===== src/rtl/addsub_sequencer_pkg.sv =====
// addsub_seq_pkg
// Shared definitions for the time-multiplexed add/subtract sequencer:
//   - state_t : FSM encoding (IDLE, ACCUM, DONE)
//   - DEF_W / DEF_NREQ / DEF_NOPS : default width, requester count, operand count
//   - clog2() : ceiling log2, usable in parameter expressions
package addsub_seq_pkg;

  localparam int DEF_W    = 16;
  localparam int DEF_NREQ = 4;
  localparam int DEF_NOPS = 4;

  typedef enum logic [1:0] {
    IDLE  = 2'd0,
    ACCUM = 2'd1,
    DONE  = 2'd2
  } state_t;

  // Ceiling log2; clog2(1) = 0. The loop is bounded so it elaborates as a
  // constant function.
  function automatic int clog2(input int value);
    int res;
    res = 0;
    for (int i = 0; i < 31; i++) begin
      if ((1 << i) < value) begin
        res = i + 1;
      end
    end
    return res;
  endfunction

endpackage


===== src/rtl/addsub_sequencer_rr_arbiter.sv =====
// rr_arbiter
// Purely combinational round-robin arbiter. The search starts at ptr and wraps
// modulo NREQ; the first asserted request wins. The caller owns the pointer
// register, so this block can be reused by any shared-resource controller.
// Ports:
//   req   in  NREQ : request vector
//   ptr   in  IW   : highest-priority index for this cycle
//   grant out NREQ : one-hot grant (all zero when no request)
//   idx   out IW   : encoded index of the granted requester
//   any   out 1    : at least one request is pending
module rr_arbiter
  import addsub_seq_pkg::*;
#(
  parameter int NREQ = DEF_NREQ,
  parameter int IW   = clog2(NREQ)
) (
  input  logic [NREQ-1:0] req,
  input  logic [IW-1:0]   ptr,
  output logic [NREQ-1:0] grant,
  output logic [IW-1:0]   idx,
  output logic            any
);

  logic [IW-1:0] cand;
  logic          found;

  // NREQ is a power of two, so wrapping is the natural IW-bit overflow.
  always_comb begin
    grant = '0;
    idx   = '0;
    cand  = '0;
    found = 1'b0;
    for (int off = 0; off < NREQ; off++) begin
      cand = ptr + IW'(off);
      if (!found && req[cand]) begin
        found       = 1'b1;
        grant[cand] = 1'b1;
        idx         = cand;
      end
    end
  end

  assign any = |req;

endmodule


===== src/rtl/addsub_sequencer.sv =====
// addsub_sequencer
// Shares one W-bit adder/subtractor between NREQ requesters. A granted job of
// NOPS operands (with a per-operand subtract mask) is latched, then reduced
// one operand per cycle, operand 0 first. Results wrap modulo 2^W.
// Ports:
//   clk, rst_n          : clock, asynchronous active-low reset
//   req_valid/req_ready : per-requester handshake, req_ready one-hot in IDLE
//   req_ops             : requester i operand k at [(i*NOPS+k)*W +: W]
//   req_sub             : bit i*NOPS+k set -> operand k of requester i subtracted
//   rsp_valid/rsp_ready : result handshake
//   rsp_data, rsp_id    : result and owning requester index
//   busy                : FSM outside IDLE
module addsub_sequencer
  import addsub_seq_pkg::*;
#(
  parameter int W    = DEF_W,
  parameter int NREQ = DEF_NREQ,
  parameter int NOPS = DEF_NOPS,
  localparam int IW  = clog2(NREQ),
  localparam int CW  = (NOPS > 1) ? clog2(NOPS) : 1
) (
  input  logic                   clk,
  input  logic                   rst_n,
  input  logic [NREQ-1:0]        req_valid,
  output logic [NREQ-1:0]        req_ready,
  input  logic [NREQ*NOPS*W-1:0] req_ops,
  input  logic [NREQ*NOPS-1:0]   req_sub,
  output logic                   rsp_valid,
  input  logic                   rsp_ready,
  output logic [W-1:0]           rsp_data,
  output logic [IW-1:0]          rsp_id,
  output logic                   busy
);

  state_t                  state_reg, state_next;
  logic [W-1:0]            acc_reg, acc_next;
  logic [CW-1:0]           cnt_reg, cnt_next;
  logic [IW-1:0]           owner_reg, owner_next;
  logic [IW-1:0]           ptr_reg, ptr_next;
  logic [NOPS-1:0][W-1:0]  ops_reg;
  logic [NOPS-1:0]         sub_reg;

  logic [NREQ-1:0]         grant;
  logic [IW-1:0]           win_idx;
  logic                    any_req;
  logic                    take_job;

  logic [W-1:0]            operand;
  logic                    sub_bit;
  logic [W-1:0]            addend;
  logic [W-1:0]            sum;

  rr_arbiter #(
    .NREQ (NREQ),
    .IW   (IW)
  ) u_arb (
    .req   (req_valid),
    .ptr   (ptr_reg),
    .grant (grant),
    .idx   (win_idx),
    .any   (any_req)
  );

  assign take_job = (state_reg == IDLE) && any_req;

  // Job storage needs no reset: it is only read in ACCUM, which is always
  // entered through a grant that reloads it.
  always_ff @(posedge clk) begin
    if (take_job) begin
      ops_reg <= req_ops[win_idx*NOPS*W +: NOPS*W];
      sub_reg <= req_sub[win_idx*NOPS +: NOPS];
    end
  end

  // Single adder: subtraction is acc + ~op + 1, with the sub bit as carry-in.
  assign operand = ops_reg[cnt_reg];
  assign sub_bit = sub_reg[cnt_reg];
  assign addend  = sub_bit ? ~operand : operand;
  assign sum     = acc_reg + addend + W'(sub_bit);

  always_ff @(posedge clk or negedge rst_n) begin
    if (!rst_n) begin
      state_reg <= IDLE;
      acc_reg   <= '0;
      cnt_reg   <= '0;
      owner_reg <= '0;
      ptr_reg   <= '0;
    end else begin
      state_reg <= state_next;
      acc_reg   <= acc_next;
      cnt_reg   <= cnt_next;
      owner_reg <= owner_next;
      ptr_reg   <= ptr_next;
    end
  end

  always_comb begin
    state_next = state_reg;
    acc_next   = acc_reg;
    cnt_next   = cnt_reg;
    owner_next = owner_reg;
    ptr_next   = ptr_reg;
    case (state_reg)
      IDLE: begin
        if (any_req) begin
          acc_next   = '0;
          cnt_next   = '0;
          owner_next = win_idx;
          ptr_next   = win_idx + IW'(1);
          state_next = ACCUM;
        end
      end
      ACCUM: begin
        acc_next = sum;
        cnt_next = cnt_reg + CW'(1);
        if (cnt_reg == CW'(NOPS - 1)) begin
          state_next = DONE;
        end
      end
      DONE: begin
        if (rsp_ready) begin
          state_next = IDLE;
        end
      end
      default: begin
        state_next = IDLE;
      end
    endcase
  end

  // Grant is combinational from req_valid and ptr only; rsp_ready never
  // reaches it.
  assign req_ready = (state_reg == IDLE) ? grant : '0;
  assign rsp_valid = (state_reg == DONE);
  assign rsp_data  = acc_reg;
  assign rsp_id    = owner_reg;
  assign busy      = (state_reg != IDLE);

endmodule


===== config.mk =====
export PLATFORM = sky130hd
export DESIGN_NAME = addsub_sequencer
export DESIGN_NICKNAME = d
export VERILOG_FILES = /design/src/rtl/addsub_sequencer_pkg.sv /design/src/rtl/addsub_sequencer_rr_arbiter.sv /design/src/rtl/addsub_sequencer.sv
export SDC_FILE = /design/constraint.sdc
export NUM_CORES = 1
export LEC_CHECK = 0
export CAP_MARGIN = 20
export CORE_MARGIN = 8
export CORE_UTILIZATION = 43
export DETAILED_ROUTE_END_ITERATION = 16
export PLACE_DENSITY = 0.84
export SKIP_LAST_GASP = 1
export SLEW_MARGIN = 20
export SYNTH_ARGS = -nofsm -noshare
export SYNTH_HDL_FRONTEND = slang
export SYNTH_SLANG_ARGS = --single-unit

===== constraint.sdc =====
create_clock -name clk -period 5.56 [get_ports clk]
set_input_delay 1.668 -clock clk [delete_from_list [all_inputs] [get_ports clk]]
set_output_delay 1.668 -clock clk [all_outputs]
set_load 0.02 [all_outputs]

# [Word level (Yosys, flattened, before mapping)]
# Cells that the tools add are included.
[word_totals] input_bits=279 output_inout_bits=24 elab_cells=97 register_bits=92
[op_classes] bitwise_logic=4 order_cmp=9 muxes=41 shifts=2 n_addsub=7 n_eq_ne=6 reduce_logical=18
[ops] cell="$shiftx A256 B9 Y64" n=1
[ops] cell="$mux W16" n=3
[ops] cell="$bmux W16 S2" n=1
[ops] cell="$pmux W16 S2" n=1
[ops] cell="$mux W4" n=5
[ops] cell="$add A16 B1 Y16" n=1
[ops] cell="$add A16 B16 Y16" n=1
[ops] cell="$mux W2" n=8
[ops] cell="$not A16 Y16" n=1
[ops] cell="$shiftx A16 B5 Y4" n=1
[ops] cell="$lt A2 B3 Y1 const B" n=5
[ops] cell="$mux W1" n=12
[ops] cell="$or A4 B4 Y4" n=3
[ops] cell="$bmux W1 S2" n=5
[ops] cell="$demux W1 S2" n=4
[ops] cell="$ge A2 B1 Y1 const B" n=4
[ops] cell="$logic_and A1 B1 Y1" n=8
[ops] cell="$add A2 B1 Y2 const B" n=3
[ops] cell="$pmux W2 S3" n=1
[ops] cell="$add A2 B2 Y2 const B" n=2
[ops] cell="$eq A2 B2 Y1 const B" n=2
[ops] cell="$ne A2 B2 Y1 const B" n=2
[ops] cell="$pmux W2 S2" n=1
[ops] cell="$reduce_and A2 Y1" n=2
[ops] cell="other kinds (7)" n=10

# [Depth between registers and ports, before layout]
# Gate-level depths: netlist (run 1).
[logic_depth] depth_word=13 depth_mapped=13 mapped_depth_nobuf=10

# [By module]
# A second synthesis (run 1) with hierarchy kept.
[unflattened] hier_cells=423 hier_area_um2=6331.1
[by_module_without_submodules] mod="addsub_sequencer" seq_area_each_um2=2642.5 instances=1 area_per_inst_um2=5904.4 cells_each=376
[by_module_without_submodules] mod="rr_arbiter" seq_area_each_um2=0.0 instances=1 area_per_inst_um2=426.7 cells_each=47

# [Least setup slack after synthesis (run 1)]
# No wires, ideal clock.
[synth_path] kind="input -> output" start="input port req_valid[1]" end="output port req_ready[0]" t_required_ns=3.892 path_slack_ns=0.922 stages=5 path_buffers=0 t_arrival_ns=2.970 cell_sequence="mux4_2 nor2b_1 nor3b_4 a221oi_1 nor2_1"
[synth_via] elab_chain_cells=13 elab_cells_between_ends=25 cone_classes="16 x mux; 3 x bitwise; 6 x reduce/logical"
[synth_lines] element="start, declared" line="addsub_sequencer.sv:24" rtl="input logic [NREQ-1:0] req_valid,"
[synth_lines] element="$bmux W1 S2" line="addsub_sequencer_rr_arbiter.sv:35" rtl="if (!found && req[cand]) begin"
[synth_lines] element="$mux W1 (implied by the code)" line="addsub_sequencer_rr_arbiter.sv:35"
[synth_lines] element="$mux W1" line="addsub_sequencer_rr_arbiter.sv:35"
[synth_lines] element="$logic_not A1 Y1" line="addsub_sequencer_rr_arbiter.sv:35"
[synth_lines] element="$logic_and A1 B1 Y1" line="addsub_sequencer_rr_arbiter.sv:35"
[synth_lines] element="$mux W1" line="addsub_sequencer_rr_arbiter.sv:35"
[synth_lines] element="$logic_not A1 Y1" line="addsub_sequencer_rr_arbiter.sv:35"
[synth_lines] element="$logic_and A1 B1 Y1" line="addsub_sequencer_rr_arbiter.sv:35"
[synth_lines] element="$mux W1" line="addsub_sequencer_rr_arbiter.sv:35"
[synth_lines] element="$logic_not A1 Y1" line="addsub_sequencer_rr_arbiter.sv:35"
[synth_lines] element="$logic_and A1 B1 Y1" line="addsub_sequencer_rr_arbiter.sv:35"
[synth_lines] element="$mux W4 (*)" line="addsub_sequencer_rr_arbiter.sv:35"
[synth_lines] element="$mux W4 (*)" line="addsub_sequencer.sv:133" rtl="assign req_ready = (state_reg == IDLE) ? grant : '0;"
[synth_lines] element="end, declared" line="addsub_sequencer.sv:25" rtl="output logic [NREQ-1:0] req_ready,"
# Every way passes the cells marked *; elsewhere a longest branch is shown, timed or not. The select of a mux whose other input is x is not followed.

# [Worst setup path in the final report (run 1)]
[layout_path] start="input port req_valid[2]" end="output port req_ready[1]"
# Same word-level chain as after synthesis.

==> metrics.md, run 1 <==
| Metric | Value |
|---|---|
| Status | `completed` |
| Slew Limit Fails | `0` |
| Fraction of layout cells with a size suffix above 1 | `0.0651` |
| Library cells used by synthesis | `51` |
| Worst slew margin | `0.423` |
| Synth top cells by count | `nand2_1 (169), a211oi_1 (69), a31oi_1 (69)` |
| Final period util | `0.973` |
| Ys async rst share | `0.261` |
| Post-synth top flop | `edfxtp_1` |
| P_sw | `~4 mW` |
| First-pass iteration count of the detailed router | `5` |
| Leakage power | `just under 4 nW` |
| DPL Wire Length | `about 18 mm` |
| Cell area power density | `slightly above 800 nW/um^2` |
| CP required | `3.89 ns` |
| Routed wire per std cell | `~19 um` |
| WL final | `about 23 mm` |
| Quantity of I/O buffers inserted on ports | `between 300 and 400` |
| EDFF count, synth | `68` |
| Largest net degree at the start of global routing | `87` |
| Max reg flops | `64` |
| Net Sw Frac | `0.485` |
| Overflow after GRT | `0` |
| Syn avg cell area | `between 9 and 10 sq um` |
| Sequential Power Share | `0.190` |
| DR vias | `~6,600` |
| Min-Delay Path Class | `reg -> reg` |
| Startpoint types | `primary input` |
| Die X | `142 um` |
| CTS max path bufs | `2` |
| Vias in the first global route | `approximately 6,600` |
| VDD IR max | `0.449 mV` |
| CTS tree | `built` |
| Count leader, synth | `nand2_1` |
| Die area | `roughly 20,000 sq um` |
| Initial antenna violation count | `0` |
| Initial DRC count | `approximately 420` |
| Final core area utilization | `0.660` |
| Die extent in y | `roughly 140 um` |
| Register area share after synthesis | `0.386` |
| Post-synthesis cell area | `6840 sq um` |
| Root Buffer | `clkbuf_16` |
| Setup-failing EPs final | `0` |
| Post-CTS Setup Bufs | `0` |
| Max FO, Critical Path | `5` |
| Post-Syn Nets | `about 1,000` |
| Area delta synth->final | `51.7%` |
| H-tree lvl count | `3` |
| Top cell type's share of synthesized area | `0.299` |
| GP Congestion | `0.901` |
| Mux cell area share after synthesis | `0.0743` |
| Synth area leader | `edfxtp_1` |
| Core Box Area | `15,700 sq um` |
| Crit path kind | `in -> out` |
| Row cnt | `46` |
| Clk_lat worst skew | `around 0.34 ns` |
| Fmax | `approximately 0.18 GHz` |
| Mapped Cells | `737` |
| WP data arrival | `~3.7 ns` |
| Warnings, synthesis | `0` |
| Combinational Power Share | `0.732` |
| CP endpoint kind | `output pin` |
| Int Power | `between 4 and 5 mW` |
| Clock share of power | `0.078` |
| Compound-Gate Fraction of Synth Area | `0.214` |
| Antenna fix cells | `0` |
| Post-synthesis xor/xnor area fraction | `0.0359` |
| Via/cell ratio | `5.40` |
| First-pass GRT wire length | `35.0 mm` |
| Clock buffer count from CTS | `9` |
| Clock Skews | `0.00697 ns` |
| Top area cells in the synthesized netlist | `edfxtp_1 (30%), nand2_1 (9.3%), dfrtp_1 (8.8%), a211oi_1 (7.6%), mux4_2 (6.9%)` |
| Post-DRT Antenna Nets | `0` |
| Max-cap violations | `0` |
| Placement Cell Area | `a little over 10,000 sq um` |
| Nets | `between 1,000 and 1,500` |
| Fin area | `about 10,000 sq um` |
| Worst-margin pin slew | `0.865 ns` |
| Initial Utilization | `0.435` |
| Tmin final | `approximately 5.4 ns` |
| Synth Area in Simple Gates | `0.191` |
| Post-Synth Adder-Cell Area | `0.0487` |
| I/O pin total | `303` |
| FF+latch count, synth | `92` |
| Clk slew on worst S/H paths | `around 0.060 ns` |
| DRC Markers | `0` |
| Hold-fix buffer count after cts | `0` |
| Final hold violation count | `0` |
| GRT Overall Usage | `0.222` |
| Clock Sinks | `between 90 and 100` |
| Main combinational cell family by area after synthesis | `compound AO/OA/AOI/OAI gates` |
-- power groups by stage --
stage	logic (mW)	clock network (mW)	registers [mW]
floorplan	4.55	0	1.61
global placement	6.00	0	1.61
CTS	6.17	0.670	1.61
global route	6.80	0.694	1.64
detailed placement	6.15	0	1.62
finish	6.16	0.658	1.60
-- critical path: stages --
cell             delay (ns)
clkdlybuf4s50_1        0.49
mux4_2                 0.49
nor2b_1                0.19
nor3b_4                0.33
a221oi_1               0.12
nor2_1                 0.09
dlygate4sd2_1          0.35
-- cells in the final DEF, fill, tap and decap left out, types with 3 or more instances in the layout --
cell	Yosys	final
nor3_1	3	3
a31oi_1	69	69
a211oi_1	69	69
edfxtp_1	68	68
buf_4	10	12
a221oi_1	5	4
a22o_1	3	3
mux4_2	21	21
nand3_1	6	6
a21oi_1	15	15
ha_1	25	25
buf_12	0	5
and2_1	32	32
and2_0	37	37
nand2_1	169	169
a21o_1	5	5
o21ai_0	28	28
inv_6	0	3
dlygate4sd2_1	0	4
xnor2_1	5	5
nor2b_1	3	3
clkdlybuf4s50_1	0	297
dfrtp_1	24	24
xor2_1	23	23
a22oi_1	4	4
inv_1	10	9
clkbuf_16	0	9
nor2_1	24	24
-- layer usage --
metal / part of all wire / global-route usage
met5: 0 / 0
met4: 0.017 / 0.0577
met1: 0.38 / 0.252
met2: 0.53 / 0.402
met3: 0.074 / 0.0604
-- stage by stage --
| stage | instances | hold slack [ns] | worst slack [ns] | power (mW) | setup TNS [ns] |
|---|---|---|---|---|---|
| after detailed placement | 1214 | 0.472 | -0.0967 | 7.76 | -0.282 |
| after global placement | 1214 | 0.466 | -0.0111 | 7.61 | -0.0324 |
| final | 1230 | 0.477 | 0.153 | 8.42 | 0 |
| after global routing | 1230 | 0.533 | -0.00123 | 9.13 | -0.00123 |
| after CTS | 1230 | 0.485 | 0.118 | 8.45 | 0 |
| after floorplan | 737 | 0.581 | 0.922 | 6.17 | 0 |
-- cell families after synthesis --
kind of cell | Yosys count
muxes | 24
adders and majority gates | 26
buffers and inverters | 68
and+or+nand+nor | 285
AOI/OAI and AO/OA | 214
xor gates and xnor gates | 28
DFF | 92
-- final timing paths --
kind | from | to | slack [ns] | cells after the start
worst max-delay path | req_valid[2] | req_ready[1] | 0.15 | 7
worst min-delay path | rsp_id[1] | rsp_id[1] | 0.48 | 2
min in group asynchronous | rst_n | cnt_reg[1] | 1.31 | 1
worst min register to register | rsp_id[1] | rsp_id[1] | 0.48 | 2
max in group asynchronous | rst_n | rsp_data[5] | 3.89 | 1
worst max register to register | cnt_reg[0] | rsp_data[14] | 1.91 | 11
-- repair_timing --
action	CTS	global route
pin swaps	0	0
endpoints found under the hold margin	0	0
endpoints found under the setup margin	4	1
resized for setup	4	1
-- final cells by class --
type | count | area, sq um
Clock buffer | 10 | 229
Clock inverter | 6 | 93.8
Fill cell | 1252 | 5340
Inverter | 10 | 38.8
Multi-Input combinational cell | 577 | 3900
Sequential cell | 92 | 2640
Tap cell | 216 | 270
Timing Repair Buffer | 319 | 3200
Note: power is estimated with default switching activity, not from simulation.
==> inputs of run 2 (changes only) <==
CELL_PAD_IN_SITES_DETAIL_PLACEMENT = 0   (was not set)
CELL_PAD_IN_SITES_GLOBAL_PLACEMENT = 2   (was not set)
CORE_UTILIZATION = 27   (was 43)
CTS_BUF_LIST = sky130_fd_sc_hd__clkbuf_8   (was not set)
PLACE_DENSITY = 0.91   (was 0.84)
==> run 2 against run 1 <==
  * Final area grew 0.41%
  * Via count is 2.5% lower
  * Sequential power barely moved
  * Total power decreased by 1.2%
  * Critical path type unchanged
  * Largest cell class unchanged
  * Largest power group unchanged
==> metrics.md, run 2 (synthesis gave the netlist of run 1 again) <==
| Metric | Value |
|---|---|
| Die area | `30,700 sq um (+52%)` |
| Root Buffer | `clkbuf_8` |
| Int Power | `4.15 mW (-4.4%)` |
| Vias in the first global route | `6,678 (+1.0%)` |
| GP Congestion | `0.833 (-7.5%)` |
| Initial DRC count | `273 (-34%)` |
| First-pass iteration count of the detailed router | `4 (-1)` |
| Clk_lat worst skew | `0.38 ns (+0.04 ns)` |
| Final period util | `0.975 (+0.00267)` |
| Unrepaired setup endpoints after global routing | `false` |
| Cell area power density | `798 nW/um^2 (-1.6%)` |
| Max-cap violations | `0 (unchanged)` |
| CP endpoint kind | `output pin` |
| First-pass GRT wire length | `38.8 mm (+11%)` |
| WP data arrival | `3.75 ns (about the same)` |
| Leakage power | `3.82 nW (-1.1%)` |
| Startpoint types | `primary input` |
| Fraction of layout cells with a size suffix above 1 | `0.0677 (+0.00262)` |
| Initial antenna violation count | `0 (unchanged)` |
| Placed Cells | `1,333 (+9.8%)` |
| Worst slew margin | `0.401 (-0.0225)` |
| CTS tree | `built` |
| DRC Markers | `0 (unchanged)` |
| Quantity of I/O buffers inserted on ports | `302 (unchanged)` |
| Die extent in y | `175 um (+23%)` |
| Routed wire per std cell | `19.2 um (+2.6%)` |
| Max FO, Critical Path | `5 (unchanged)` |
| Net Sw Frac | `0.501 (+0.0166)` |
| Clock buffer count from CTS | `9 (unchanged)` |
| Final hold violation count | `0 (unchanged)` |
| Crit path kind | `in -> out` |
| Area delta synth->final | `52.4%` |
| Fill cells | `2,482 (+98%)` |
| Sequential Power Share | `0.195 (+0.005)` |
| Overflow after GRT | `0 (unchanged)` |
| Hold_ws | `0.494 ns (+0.0161 ns)` |
| Max reg flops | `64 (unchanged)` |
| Most frequent cells in the layout | `clkdlybuf4s50_1 (298), nand2_1 (169), a211oi_1 (69), a31oi_1 (69), edfxtp_1 (68)` |
| Clock share of power | `0.056 (-0.022)` |
| Slew Limit Fails | `0 (unchanged)` |
| Worst reg2reg path depth | `11 (unchanged)` |
| Post-DRT Antenna Nets | `0 (unchanged)` |
| DR vias | `6,475 (-2.5%)` |
| P_sw | `4.17 mW (+2.1%)` |
| Multi-input gate area | `3890 sq um (-0.16%)` |
| Setup-failing EPs final | `0 (unchanged)` |
| H-tree lvl count | `3 (unchanged)` |
| WHS Path Cells | `2 (unchanged)` |
| Via/cell ratio | `4.80 (-11%)` |
| I/O pin total | `303 (unchanged)` |
| VDD IR max | `0.487 mV (+8.3%)` |
| Post-Layout Cell Count | `1,349 (+9.7%)` |
| Die X | `175 um (+23%)` |
| Hold-fix buffer count after cts | `0 (unchanged)` |
| Clk slew on worst S/H paths | `0.09 ns (+0.03 ns)` |
| Antenna fix cells | `0 (unchanged)` |
| Most common cell after layout, fill and taps aside | `clkdlybuf4s50_1` |
| Core Box Area | `25,000 sq um (+59%)` |
| Tmin final | `5.42 ns (+0.0149 ns)` |
| Worst-margin pin slew | `0.899 ns (+0.0337 ns)` |
| Fmax | `0.184 GHz (-0.27%)` |
| WL final | `25.9 mm (+12%)` |
| Status | `completed` |
| Register area | `2640 sq um (unchanged)` |
| Clock Skews | `0.0113 ns (+0.00435 ns)` |
| Initial Utilization | `0.273 (-0.162)` |
| Combinational Power Share | `0.749 (+0.017)` |
| Min-Delay Path Class | `reg -> reg` |
| Clock Sinks | `92 (unchanged)` |
| Nets | `1,319 (+0.38%)` |
| Largest net degree at the start of global routing | `88 (+1.1%)` |
| CTS max path bufs | `2 (unchanged)` |
| GRT Overall Usage | `0.163 (-0.0589)` |
| DPL Wire Length | `20.6 mm (+13%)` |
| CP required | `3.89 ns (about the same)` |
| Row cnt | `58 (+26%)` |
==> run 2: worst max-delay path: stages <==
cell	delay, ns
clkdlybuf4s50_1	0.48
buf_4	0.17
mux4_2	0.43
nor2b_1	0.15
nor3b_4	0.17
a221oi_1	0.28
nor2_1	0.07
dlygate4sd2_1	0.33
==> run 2: area by class of cell <==
class | instances | share of cell area
repair buffers | 324 | 0.310
well taps | 330 | 0.0396
flip-flops and latches | 92 | 0.254
inverters | 10 | 0.00372
multi-input cells | 577 | 0.374
clock inverters | 7 | 0.00720
clock buffers | 9 | 0.0119
==> run 2: power groups by stage <==
stage | clock (mW) | combinational, mW | sequential, mW
floorplan | 0 | 4.55 | 1.61
finish | 0.467 | 6.23 | 1.62
CTS | 0.485 | 6.33 | 1.64
global placement | 0 | 6.30 | 1.65
global route | 0.511 | 6.90 | 1.66
detailed placement | 0 | 6.32 | 1.65
==> run 2: metrics by stage <==
step	cell area [sq um]	setup WS [ns]	total power, mW	TNS [ns]	util
global placement	10200	-0.00960	7.94	-0.0197	0.408
floorplan	6840	0.922	6.17	0	-
finish	10400	0.138	8.32	0	0.416
CTS	10400	0.150	8.45	0	0.416
global route	10400	0.0293	9.08	0	0.416
detailed placement	10200	-0.0857	7.97	-0.275	0.408
==> run 2: worst paths after layout <==
path,from,endpoint,slack [ns]
setup / recovery,req_valid[2],req_ready[2],0.14
hold / removal,rsp_id[1],rsp_id[1],0.49
setup reg to reg,cnt_reg[0],rsp_data[14],1.86
hold reg to reg,rsp_id[1],rsp_id[1],0.49
max in group asynchronous,rst_n,rsp_data[11],3.65
min in group asynchronous,rst_n,ptr_reg[1],1.66
==> run 2: repair_timing <==
action,in CTS,in global routing
endpoints found under the setup margin,4,0
buffers inserted,0,0
resized for setup,4,0
==> run 2: metal layers <==
| layer | GRT usage | up-vias | routed length, um |
|---|---|---|---|
| li1 | - | 3268 | - |
| met1 | 0.188 | 3022 | 10600 |
| met2 | 0.295 | 169 | 13400 |
| met3 | 0.0492 | 16 | 1570 |
| met4 | 0.0304 | 0 | 251 |
| met5 | 0 | - | 0 |
==> inputs of run 3 (changes only) <==
CAP_MARGIN = not set   (was 20)
CORE_MARGIN = not set   (was 8)
SETUP_SLACK_MARGIN = 0.02   (was not set)
==> run 3 against run 2 <==
  * Count of clock-buffer cells in the layout is the same
  * Worst setup slack gained 0.030 ns
  * Clock skew is essentially flat
  * Via count grew 0.82%
  * Fmax grew 0.55%
  * Utilization grew 0.72 points
  * Register-to-register slack lost 0.03 ns
  * Combinational power is essentially flat
  * Critical path type unchanged
  * Cell count shrank 0.52%
  * Critical endpoint is now req_ready[3]
  * Critical path depth is the same
  * Sequential share of layout area is essentially flat
  * Clock power shrank 5.1%
==> metrics.md, run 3 (synthesis gave the netlist of run 1 again) <==
| Metric | Value |
|---|---|
| Core Box Area | `24,600 sq um (-1.7%)` |
| R2r setup slk | `1.83 ns (-0.03 ns)` |
| Routed wire per std cell | `17.7 um (-7.7%)` |
| DR vias | `6,528 (+0.82%)` |
| Worst R2R Start | `ptr_reg[1]` |
| Unrepaired setup endpoints after global routing | `false` |
| Post-DRT Antenna Nets | `0 (unchanged)` |
| Hold-fix buffer count after cts | `0 (unchanged)` |
| CP most frequent cell | `nor2_1` |
| Nets | `1,318 (-0.076%)` |
| Most frequent cells in the layout | `clkdlybuf4s50_1 (298), nand2_1 (169), a211oi_1 (69), a31oi_1 (69), edfxtp_1 (68)` |
| DPL Wire Length | `18.5 mm (-10%)` |
| Multi-input gate area | `3890 sq um (unchanged)` |
| DRC Markers | `0 (unchanged)` |
| Crit path largest cell delay | `0.52 ns (+0.04 ns)` |
| CP max-delay cell | `mux4_2` |
| GP Congestion | `0.832 (about the same)` |
| Clock Skews | `0.0115 ns (+0.000194 ns)` |
| CTS tree | `built` |
| First-pass GRT wire length | `36.2 mm (-6.6%)` |
| CP Launch Point | `req_valid[2]` |
| Top Family by Delay on Critical Path | `buffers and inverters` |
| Fraction of layout cells with a size suffix above 1 | `0.0678 (about the same)` |
| CTS max path bufs | `2 (unchanged)` |
| Fin area | `10,400 sq um (about the same)` |
| First-pass iteration count of the detailed router | `4 (unchanged)` |
| Placed Cells | `1,326 (-0.53%)` |
| I/O pin total | `303 (unchanged)` |
| Tmin final | `5.39 ns (-0.0296 ns)` |
| Max reg flops | `64 (unchanged)` |
| Startpoint types | `primary input` |
| Cell area power density | `799 nW/um^2 (about the same)` |
| Total power | `8.32 mW (about the same)` |
| Worst path cell trace | `clkdlybuf4s50_1 > mux4_2 > buf_4 > a22oi_1 > nor2_1 > a221oi_1 > nor2_1 > dlygate4sd2_1` |
| Post-Layout Cell Count | `1,342 (-0.52%)` |
| Max FO, Critical Path | `7 (+2)` |
| Setup-failing EPs final | `0 (unchanged)` |
| Area delta synth->final | `52.3% (about the same)` |
| Clock Sinks | `92 (unchanged)` |
| Status | `completed` |
| Die area | `26,000 sq um (-15%)` |
| Slew Limit Fails | `0 (unchanged)` |
| Min-Delay Path Class | `reg -> reg` |
| Fmax | `0.185 GHz (+0.55%)` |
| Vias in the first global route | `6,520 (-2.4%)` |
| Die X | `161 um (-8.0%)` |
| Quantity of I/O buffers inserted on ports | `302 (unchanged)` |
| Antenna fix cells | `0 (unchanged)` |
| Most common cell after layout, fill and taps aside | `clkdlybuf4s50_1` |
| Max-cap violations | `0 (unchanged)` |
| Largest net degree at the start of global routing | `85 (-3.4%)` |
| VDD IR max | `0.407 mV (-16%)` |
| Overflow after GRT | `0 (unchanged)` |
| CP required | `3.89 ns (about the same)` |
| Initial Utilization | `0.278 (+0.00479)` |
| H-tree lvl count | `3 (unchanged)` |
| WP data arrival | `3.72 ns (-0.03 ns)` |
| GRT Overall Usage | `0.182 (+0.0187)` |
| Hold path start | `rsp_id[1]` |
| Crit path kind | `in -> out` |
| WL final | `23.7 mm (-8.2%)` |
| Initial DRC count | `311 (+14%)` |
| Clk slew on worst S/H paths | `0.09 ns (about the same)` |
| Final period util | `0.970 (-0.00533)` |
| Placement Cell Area | `10,200 sq um (about the same)` |
| Clk_lat worst skew | `0.38 ns (about the same)` |
| Final hold violation count | `0 (unchanged)` |
| Register area | `2640 sq um (unchanged)` |
| Worst-margin pin slew | `0.907 ns (+0.00851 ns)` |
| Worst path bufs/invs | `3 (unchanged)` |
| Fill cells | `2,473 (-0.36%)` |
| CP endpoint kind | `output pin` |
| Worst slew margin | `0.395 (-0.00567)` |
| Clock buffer count from CTS | `9 (unchanged)` |
| Leakage power | `3.82 nW (+0.21%)` |
| Die extent in y | `161 um (-8.0%)` |
| Via/cell ratio | `4.86 (+1.3%)` |
| Row cnt | `57 (-1.7%)` |
| Initial antenna violation count | `0 (unchanged)` |
| Root Buffer | `clkbuf_8` |
-- run 3: cell count changes in the layout (fill, tap and decap cells not counted) --
cell,change
buf_4,-3
bufinv_16,-1
clkinv_4,-1
clkinv_1,-1
inv_8,+2
clkinv_2,+1
clkinvlp_4,-2
buf_12,+2
inv_6,+2
-- run 3: layer usage --
layer  up-vias  global-route usage  wire length [um]  share of wire
li1       3276                   -                 -              -
met1      3039               0.223             10000           0.42
met2       190               0.324             12100           0.51
met3        23              0.0401              1250          0.053
met4         0              0.0420               359          0.015
met5         -                   0                 0              0
-- run 3: report_power, final --
group | leakage, nW | switching (mW) | internal (mW)
sequential | 0.936 | 0.203 | 1.41
combinational | 2.79 | 3.70 | 2.56
clock | 0.0988 | 0.269 | 0.174
-- run 3: what timing repair did --
action,in CTS,in global routing
setup buffers,0,0
gates resized for setup,4,0
endpoints found under the setup margin,4,0
-- run 3: cell type report --
| type | count | area share |
|---|---|---|
| Inverter | 10 | 0.00372 |
| Tap cell | 324 | 0.0389 |
| Sequential cell | 92 | 0.254 |
| Clock buffer | 9 | 0.0119 |
| Multi-Input combinational cell | 577 | 0.374 |
| Clock inverter | 7 | 0.00601 |
| Timing Repair Buffer | 323 | 0.312 |
-- run 3: tightest hold or removal path, delay by kind of cell (launching register included) --
family / cells / cell delay (ns)
compound gates: 1 / 0.06
flops: 1 / 0.35
simple gates: 1 / 0.04
-- run 3: final timing paths --
kind                                      to  cells after the start
worst max-delay path            req_ready[3]                      8
worst min-delay path               rsp_id[1]                      2
worst max register to register   ops_reg[38]                     10
worst min register to register     rsp_id[1]                      2
max in group asynchronous        rsp_data[6]                      2
min in group asynchronous         ptr_reg[0]                      2
-- run 3: metrics by stage --
stage	TNS [ns]	hold WS [ns]	util	setup slack, ns
global route	0	0.535	0.423	0.0916
CTS	0	0.497	0.423	0.160
floorplan	0	0.581	-	0.922
detailed placement	-0.206	0.476	0.416	-0.0597
global placement	-0.00751	0.462	0.416	-0.00751
finish	0	0.486	0.423	0.167
